$ cat config.mk
export PLATFORM = sky130hd
export DESIGN_NAME = my_pe_ctrl
export DESIGN_NICKNAME = d
export VERILOG_FILES = /design/src/rtl/my_pe_ctrl.sv
export SDC_FILE = /design/constraint.sdc
export NUM_CORES = 1
export LEC_CHECK = 0
export BUFFER_PORTS_ARGS = -buffer_cell sky130_fd_sc_hd__buf_2
export CORE_ASPECT_RATIO = 1.2
export CORE_MARGIN = 4
export CORE_UTILIZATION = 45
export CTS_CLUSTER_DIAMETER = 50
export CTS_CLUSTER_SIZE = 12
export DETAILED_ROUTE_END_ITERATION = 8
export HOLD_SLACK_MARGIN = 0.15
export PLACE_DENSITY = 0.85
export SYNTH_ARGS = -nofsm -noshare
export SYNTH_HDL_FRONTEND = slang
export SYNTH_SLANG_ARGS = --single-unit
$ cat constraint.sdc
create_clock -name aclk -period 2.7 [get_ports aclk]
set_clock_uncertainty 0.2 [all_clocks]
set_input_delay 0.405 -clock aclk [delete_from_list [all_inputs] [get_ports aclk]]
set_output_delay 0.405 -clock aclk [all_outputs]
set_load 0.01 [all_outputs]
$ cat src/rtl/my_pe_ctrl.sv
// my_pe_ctrl: sequencer for one processing element.
// On start it copies an N-word weight vector from global BRAM into the PE's
// local RAM. It then clears the PE accumulator and streams the N-word input
// vector through the PE MAC, keeping exactly one operand in flight. It returns
// the dot product (or 0 plus a sticky err on a MAC timeout) with a one-cycle
// done pulse.
module my_pe_ctrl #(
  parameter int SIZE       = 32,
  parameter int L_RAM_SIZE = 3,
  parameter int TIMEOUT    = 64
) (
  input  logic                  aclk,
  input  logic                  areset,
  input  logic                  start,
  output logic                  busy,
  output logic                  done,
  output logic                  err,
  output logic [SIZE-1:0]       result,
  output logic [L_RAM_SIZE:0]   gaddr,
  input  logic [SIZE-1:0]       gdata,
  output logic                  pe_clr,
  output logic [L_RAM_SIZE-1:0] pe_addr,
  output logic                  pe_we,
  output logic [SIZE-1:0]       pe_din,
  output logic [SIZE-1:0]       pe_ain,
  output logic                  pe_valid,
  input  logic                  pe_dvalid,
  input  logic [SIZE-1:0]       pe_dout
);

  localparam int N      = 2 ** L_RAM_SIZE;
  localparam int WCNT_W = (TIMEOUT > 1) ? $clog2(TIMEOUT) : 1;

  localparam logic [L_RAM_SIZE:0]   IDX_LAST  = (L_RAM_SIZE+1)'(N - 1);
  localparam logic [L_RAM_SIZE:0]   IDX_ONE   = (L_RAM_SIZE+1)'(1);
  localparam logic [L_RAM_SIZE:0]   IN_BASE   = (L_RAM_SIZE+1)'(N);
  localparam logic [L_RAM_SIZE-1:0] ADDR_ONE  = L_RAM_SIZE'(1);
  localparam logic [WCNT_W-1:0]     WCNT_LAST = WCNT_W'(TIMEOUT - 1);
  localparam logic [WCNT_W-1:0]     WCNT_ONE  = WCNT_W'(1);

  localparam logic [2:0] S_IDLE   = 3'd0;
  localparam logic [2:0] S_LOAD   = 3'd1;
  localparam logic [2:0] S_LDRAIN = 3'd2;
  localparam logic [2:0] S_RD     = 3'd3;
  localparam logic [2:0] S_ISSUE  = 3'd4;
  localparam logic [2:0] S_WAIT   = 3'd5;
  localparam logic [2:0] S_DONE   = 3'd6;

  logic [2:0]            state_q,  state_d;
  logic [L_RAM_SIZE:0]   idx_q,    idx_d;
  logic [WCNT_W-1:0]     wcnt_q,   wcnt_d;
  logic                  err_q,    err_d;
  logic [SIZE-1:0]       result_q, result_d;
  logic                  we_q,     we_d;
  logic [L_RAM_SIZE-1:0] addr_q,   addr_d;
  logic [SIZE-1:0]       ain_q,    ain_d;

  // Next-state and datapath register update rules for the sequencer.
  always_comb begin
    state_d  = state_q;
    idx_d    = idx_q;
    wcnt_d   = wcnt_q;
    err_d    = err_q;
    result_d = result_q;
    we_d     = 1'b0;
    addr_d   = addr_q;
    ain_d    = ain_q;
    case (state_q)
      S_IDLE: begin
        // pe_dvalid is deliberately not looked at here.
        if (start) begin
          state_d = S_LOAD;
          idx_d   = '0;
          err_d   = 1'b0;
        end else begin
          state_d = S_IDLE;
        end
      end
      S_LOAD: begin
        // The word read at idx arrives next cycle, so its write address
        // is registered alongside the write enable.
        we_d   = 1'b1;
        addr_d = idx_q[L_RAM_SIZE-1:0];
        idx_d  = idx_q + IDX_ONE;
        if (idx_q == IDX_LAST) begin
          state_d = S_LDRAIN;
        end else begin
          state_d = S_LOAD;
        end
      end
      S_LDRAIN: begin
        // Final weight write happens this cycle; point the PE RAM at
        // element 0 ready for the first read.
        idx_d   = '0;
        addr_d  = '0;
        state_d = S_RD;
      end
      S_RD: begin
        state_d = S_ISSUE;
      end
      S_ISSUE: begin
        ain_d   = gdata;
        wcnt_d  = '0;
        state_d = S_WAIT;
      end
      S_WAIT: begin
        if (pe_dvalid) begin
          if (idx_q == IDX_LAST) begin
            result_d = pe_dout;
            state_d  = S_DONE;
          end else begin
            idx_d   = idx_q + IDX_ONE;
            addr_d  = idx_q[L_RAM_SIZE-1:0] + ADDR_ONE;
            state_d = S_RD;
          end
        end else if (wcnt_q == WCNT_LAST) begin
          // The PE never answered: abandon the run with a zero result.
          err_d    = 1'b1;
          result_d = '0;
          state_d  = S_DONE;
        end else begin
          wcnt_d = wcnt_q + WCNT_ONE;
        end
      end
      S_DONE: begin
        state_d = S_IDLE;
      end
      default: begin
        state_d = S_IDLE;
      end
    endcase
  end

  // Sequencer state and datapath registers with synchronous reset.
  always_ff @(posedge aclk) begin
    if (areset) begin
      state_q  <= S_IDLE;
      idx_q    <= '0;
      wcnt_q   <= '0;
      err_q    <= 1'b0;
      result_q <= '0;
      we_q     <= 1'b0;
      addr_q   <= '0;
      ain_q    <= '0;
    end else begin
      state_q  <= state_d;
      idx_q    <= idx_d;
      wcnt_q   <= wcnt_d;
      err_q    <= err_d;
      result_q <= result_d;
      we_q     <= we_d;
      addr_q   <= addr_d;
      ain_q    <= ain_d;
    end
  end

  // Output decode from the registered state; the BRAM data path is
  // forwarded in the cycles where gdata carries the wanted word.
  always_comb begin
    busy     = (state_q != S_IDLE);
    done     = (state_q == S_DONE);
    pe_valid = (state_q == S_ISSUE);
    pe_clr   = areset | (state_q == S_LDRAIN);
    pe_we    = we_q;
    pe_addr  = addr_q;
    err      = err_q;
    result   = result_q;
    if (we_q) begin
      pe_din = gdata;
    end else begin
      pe_din = '0;
    end
    if (state_q == S_ISSUE) begin
      pe_ain = gdata;
    end else begin
      pe_ain = ain_q;
    end
    case (state_q)
      S_LOAD:                   gaddr = idx_q;
      S_RD, S_ISSUE, S_WAIT:    gaddr = IN_BASE + idx_q;
      default:                  gaddr = '0;
    endcase
  end

endmodule

==> results.md, run 1 <==
* Die width at 90.8 um
* CTS tree: done
* Crit-path max cell delay at roughly 500 ps
* Post-synth EDFFs at 0
* Worst hold slack at 230 ps
* Starting Density at 45.9%
* DR WL/cell at 15.1 um
* Clk_lat worst skew at around 340 ps
* Die Height at approximately 110 um
* Req. time, crit path at 2100 ps
* CTS Sinks at 82
* Leakage at 2.44 nW
* Sequential cell area at between 0.0015 and 0.002 mm^2
* Fmax at roughly 0.40 GHz
* Footprint of the multi-input gates at 0.00191 mm^2
* CTS HTree Levels at 3
* Worst r2r src: idx_q[0]$_SDFFE_PP0P_
* Total global routing overflow at 0
* Worst Hold End: ain_q[18]$_SDFF_PP0_
* Core Region at 0.00806 mm^2
* Final Net Count at 689
* Die Area at 0.00975 mm^2
* Arrival time at the worst endpoint at 1890 ps
* Syn Inst Count at 426
* Crit Path Category: reg -> out
* Post-DR vias/cell at between 5 and 6
* Area grow syn2layout at 40.0%
* Delay-heaviest family, CP: flip-flops
* Setup_tns at 0 ps
* Post-synth ARST share at 0%
* Measured slew at the worst slew-check pin at 1040 ps
* Ant diodes at 0
* Number of synthesized register bits at roughly 80
* Crit path max fanout at 33
* Avg Synthesized Cell Area at 8.69 um^2
* DRC violations left at 0
* Antenna viol nets, final at 0
* Peak supply drop at 0.000308 V
* CP endpoint kind: output port
* Port bufs at 176
* Worst path bufs/invs at 2
* Detailed Place HPWL at 7350 um
* Fillers at 671
* Period utilisation layout at 92.5%
* # rows at 36
* Setup crit start kind: register
* Post-synthesis sequential area ratio at between 40% and 50%
* Worst-path clk slew at 80 ps
* Crit-path cells: nand2b_1 > nor2_2 > buf_12 > mux2_2 > buf_2
* Most used DFF post-synth: dfxtp_1
* Boundary pin count at 177
* Fin crit period at 2500 ps
* Vias at roughly 3800
* Total CTS buffers at 9
* Slowest CP cell: dfxtp_2
* Drt pass-1 iters at 4
* Setup violators final at 0
* Slew Limit Fails at 0
* Endpoints failing hold at 0
* Synthesized net count at between 400 and 500
* Min-delay worst type: in -> reg
* Root Driver: clkbuf_8
* Worst reg2reg path depth at 5
* Clock Path Buffers at 2
* Largest net degree at the start of global routing at 42
* RSZ-0062 raised after global routing: false
* R2R Setup Slk at 300 ps
* Worst rel slew slack at 30.9%
* Overall routing resource usage at 22.2%
* Status: finished clean
* Total of max-cap violations at 0
* Vias in the first global route at approximately 3600
* Initial antenna violation count at 0
* PnR Total Power at about 2.4 mW
* Warnings from Yosys at 0
* PD cells at 458 mW/mm^2
* DR iter-0 viols at 316
* Global-route wire length before repair at ~18000 um
* Setup bufs post-CTS at 0
* Final WL at 10900 um
* Cell area after synthesis at 0.00370 mm^2
* Post-synthesis cell type count at 43
* Min-delay src: gdata[18]
* WHS Path Cells at 3
* Layout cells sized above 1 at a little under two fifths
* Placer Congestion at slightly above 0.9
* RR Endpoint: result[19]$_SDFFE_PP0P_
-- synthesized netlist by cell type (4+ instances only) --
cell type	count	area [um^2]
dfxtp_1	82	1640
a21oi_1	52	260
nand2_1	43	161
o21ai_0	41	205
and2_1	35	219
nor2b_1	34	213
mux2_2	32	360
clkbuf_1	21	78.8
nand3_1	10	50.1
nor2_1	8	30.0
buf_2	6	30.0
nand2b_1	5	31.3
nand3b_1	5	37.5
nand4_1	5	31.3
a31oi_1	4	25.0
inv_1	4	15.0
-- state kept, by name, summed over array words and instances (netlist names) --
name and flops:
err 1, idx_q 4, result 32, ain_q 32, state_q 3, pe_we 1
wcnt_q 6, pe_addr 3
-- worst max-delay path by stage --
stage                                        from  slack, ps  depth (start not counted)                      to
after floorplan           state_q[1]$_SDFFE_PP0P_        750                          4              pe_ain[21]
after detailed placement  state_q[2]$_SDFFE_PP0P_        400                          5              pe_ain[19]
after global placement    state_q[2]$_SDFFE_PP0P_        430                          5              pe_ain[17]
final                     state_q[2]$_SDFFE_PP0P_        200                          5              pe_ain[19]
after global routing        idx_q[0]$_SDFFE_PP0P_         90                          5  result[1]$_SDFFE_PP0P_
after CTS                 state_q[2]$_SDFFE_PP0P_         20                          5              pe_ain[19]
-- worst min-delay path: stages --
cell	delay, ps
buf_2	80
mux2_2	140
nor2b_1	110
-- stage by stage --
| stage | setup slack, ps | util [%] | std cells | instance area [um^2] |
|---|---|---|---|---|
| finish | 202 | 64.3 | 719 | 5180 |
| global route | 93.1 | 64.3 | 719 | 5180 |
| CTS | 19.7 | 64.3 | 719 | 5180 |
| detailed placement | 401 | 57.6 | 671 | 4650 |
| global placement | 433 | 57.6 | 671 | 4650 |
| floorplan | 753 | - | 426 | 3700 |
-- repair_timing --
item | CTS | global route
hold buffers | 32 | 0
setup endpoints to repair | 0 | 32
gates resized for setup | 0 | 2
endpoints found under the hold margin | 32 | 0
-- metal layers --
| metal | GRT usage, % | routed length, um | up-vias |
|---|---|---|---|
| li1 | - | - | 1851 |
| met3 | 5.52 | 852 | 14 |
| met1 | 25.9 | 4560 | 1745 |
| met2 | 39.5 | 5310 | 163 |
| met4 | 7.87 | 169 | 0 |
| met5 | 0 | 0 | - |
-- cells by family (layout without fill, tap and decap cells) --
logic type,count (synthesis),count (layout),synth area share (%)
AO/OA/AOI/OAI,111,111,16.5
XOR/XNOR,1,1,0.237
adder cells (fa/ha/maj),2,2,0.676
buffers and inverters,37,235,4.46
flip-flops,82,82,44.3
multiplexers,33,33,10.0
AND/OR/NAND/NOR,160,160,23.8
-- cells in the final DEF, fill, tap and decap left out, types with 2 or more instances in the layout --
cell type      count
a311oi_1           2
buf_2            176
or3_1              2
nand2_1           43
and3_1             2
mux2_2            32
a31oi_1            3
dfxtp_2            2
nor3_1             2
inv_1              4
a21o_1             3
buf_12             2
dfxtp_1           80
clkbuf_8          13
o21ai_0           40
and2_1            35
nor2b_1           34
buf_4              5
nor2_1             8
nand3_1           10
nand3b_1           5
ha_1               2
dlygate4sd3_1     32
nand4_1            5
nand2b_1           5
and3b_1            3
clkbuf_1           2
a21oi_1           52
-- area by class of cell --
| class | instances | share of cell area (%) |
|---|---|---|
| multi-input combinational | 307 | 36.9 |
| sequential | 82 | 31.7 |
| timing repair buffer | 215 | 24.7 |
| clock buffer | 15 | 3.60 |
| tap | 95 | 2.29 |
| clock inverter | 1 | 0.579 |
| inverter | 4 | 0.290 |
-- power breakdown --
group	total [mW]	internal (mW)	switching, mW
Combinational	0.217	0.109	0.108
Clock	0.937	0.530	0.407
Sequential	1.22	1.21	0.00892
Power figures use the tool's default switching activity.
==> run 2, diff against run 1 <==
- CORE_UTILIZATION: 45 -> 50
- PLACE_DENSITY: 0.85 -> 0.92
- SKIP_LAST_GASP: unset -> 1
==> results.md, run 2 (synthesized netlist as in run 1, its figures left out) <==
* Placer Congestion at between 0.8 and 0.9
* DR WL/cell at between 15 and 20 um
* Setup_tns at 0 ps
* Clk_lat worst skew at 340 ps
* Vias at 3896
* Overall routing resource usage at 26.0%
* Crit Path Category: reg -> out
* Min-delay src: areset
* Fin crit period at around 2500 ps
* Fmax at between 0.3 and 0.4 GHz
* Detailed Place HPWL at 7300 um
* CTS tree: done
* PD cells at 454 mW/mm^2
* Most frequent cells in the layout: 176 x buf_2, 81 x dfxtp_1, 52 x a21oi_1, 43 x nand2_1, 40 x o21ai_0
* CP endpoint kind: output port
* Port bufs at 176
* Total CTS buffers at 9
* Starting Density at 51.2%
* Final WL at 11600 um
* Area grow syn2layout at 39.4%
* Boundary pin count at 177
* Die Height at 102 um
* Req. time, crit path at about 2100 ps
* Arrival time at the worst endpoint at around 1900 ps
* DR iter-0 viols at 171
* Final Net Count at 689
* Global-route wire length before repair at 18300 um
* RSZ-0062 raised after global routing: false
* Fillers at 521
* Ant diodes at 0
* Worst rel slew slack at 56.0%
* Worst r2r src: state_q[0]$_SDFFE_PP0P_
* Period utilisation layout at between 90 and 100%
* Footprint of the multi-input gates at 0.00191 mm^2
* Total global routing overflow at 0
* Root Driver: clkbuf_8
* Post-DR vias/cell at 5.46
* Initial antenna violation count at 0
* Placed Cells at 666
* Crit path max fanout at 33
* Cell Count, Final, Fillers Out at 714
* Drt pass-1 iters at 5
* Layout cells sized above 1 at between 30 and 40%
* Antenna viol nets, final at 0
* DRC violations left at 0
* Vias in the first global route at roughly 3800
* Setup violators final at 0
* Total of max-cap violations at 0
* Setup crit start kind: register
* Setup bufs post-CTS at 0
* Measured slew at the worst slew-check pin at 659 ps
* Status: finished clean
* Peak supply drop at 0.000406 V
* Slew Limit Fails at 0
* # rows at 34
* Core Region at 0.00723 mm^2
* Die width at 86.6 um
* Leakage at 2.44 nW
* Worst-path clk slew at 80 ps
* Sequential cell area at 0.00164 mm^2
* Endpoints failing hold at 0
* CTS HTree Levels at 3
* CP startpoint: state_q[1]$_SDFFE_PP0P_
* Min-delay worst type: in -> reg
* Die Area at 0.00885 mm^2
* CTS Sinks at between 80 and 90
* Clock Path Buffers at 2
* Most common cell after layout, fill and taps aside: buf_2
* Largest net degree at the start of global routing at 74
==> run 2: cell count changes in the layout (fill, tap and decap cells not counted) <==
cell        change
clkinv_2        +3
clkbuf_1        -2
clkbuf_8        -2
clkinvlp_4      +1
dfxtp_1         +1
dfxtp_2         -1
o21ai_1         +1
o21ai_2         -1
==> run 2: timing repair <==
| action | in CTS | in global routing |
|---|---|---|
| hold buffers | 32 | 0 |
| endpoints found under the hold margin | 32 | 0 |
| setup endpoints to repair | 0 | 32 |
| resized for setup | 0 | 1 |
==> run 2: power by group <==
| part | total (mW) | switching (mW) | internal, mW | leakage, nW |
|---|---|---|---|---|
| combinational | 0.215 | 0.106 | 0.108 | 1.67 |
| clock | 0.902 | 0.429 | 0.473 | 0.105 |
| sequential | 1.23 | 0.0128 | 1.21 | 0.662 |
==> run 2: path summary, 6_finish.rpt <==
| check | to | depth (start not counted) | slack (ps) |
|---|---|---|---|
| setup reg to reg | result[16]$_SDFFE_PP0P_ | 5 | 430 |
| hold reg to reg | pe_addr[2]$_SDFFE_PP0P_ | 2 | 250 |
| setup / recovery | pe_ain[27] | 5 | 150 |
| hold / removal | state_q[1]$_SDFFE_PP0P_ | 2 | 200 |
==> run 2: critical path, cell delays in order (launching register included) <==
cell and delay, ps:
dfxtp_1 450, nand2b_1 250, nor2_2 150, buf_12 220, mux2_2 370, buf_2 150
==> run 2: cell type report <==
class,count,area share (%)
clock buffers,11,2.93
clock inverters,5,1.02
inverters,4,0.291
multi-input cells,307,37.0
flip-flops and latches,82,31.8
well taps,90,2.18
repair buffers,215,24.8
==> run 2: stage by stage <==
stage	power (mW)	hold WS (ps)	cell area, um^2	worst slack [ps]	utilization (%)
after detailed placement	1.43	245	4640	443	64.1
after global placement	1.42	238	4640	512	64.1
after global routing	2.44	187	5160	26.3	71.4
after CTS	2.35	188	5160	53.7	71.3
after floorplan	1.34	272	3700	753	-
final	2.34	198	5160	154	71.4
==> run 2: per-layer routing <==
layer	global-route usage [%]	vias up	wire length (um)
met2	43.3	237	5500
li1	-	1852	-
met5	0	-	0
met3	9.52	25	1410
met1	31.0	1782	4530
met4	8.63	0	193
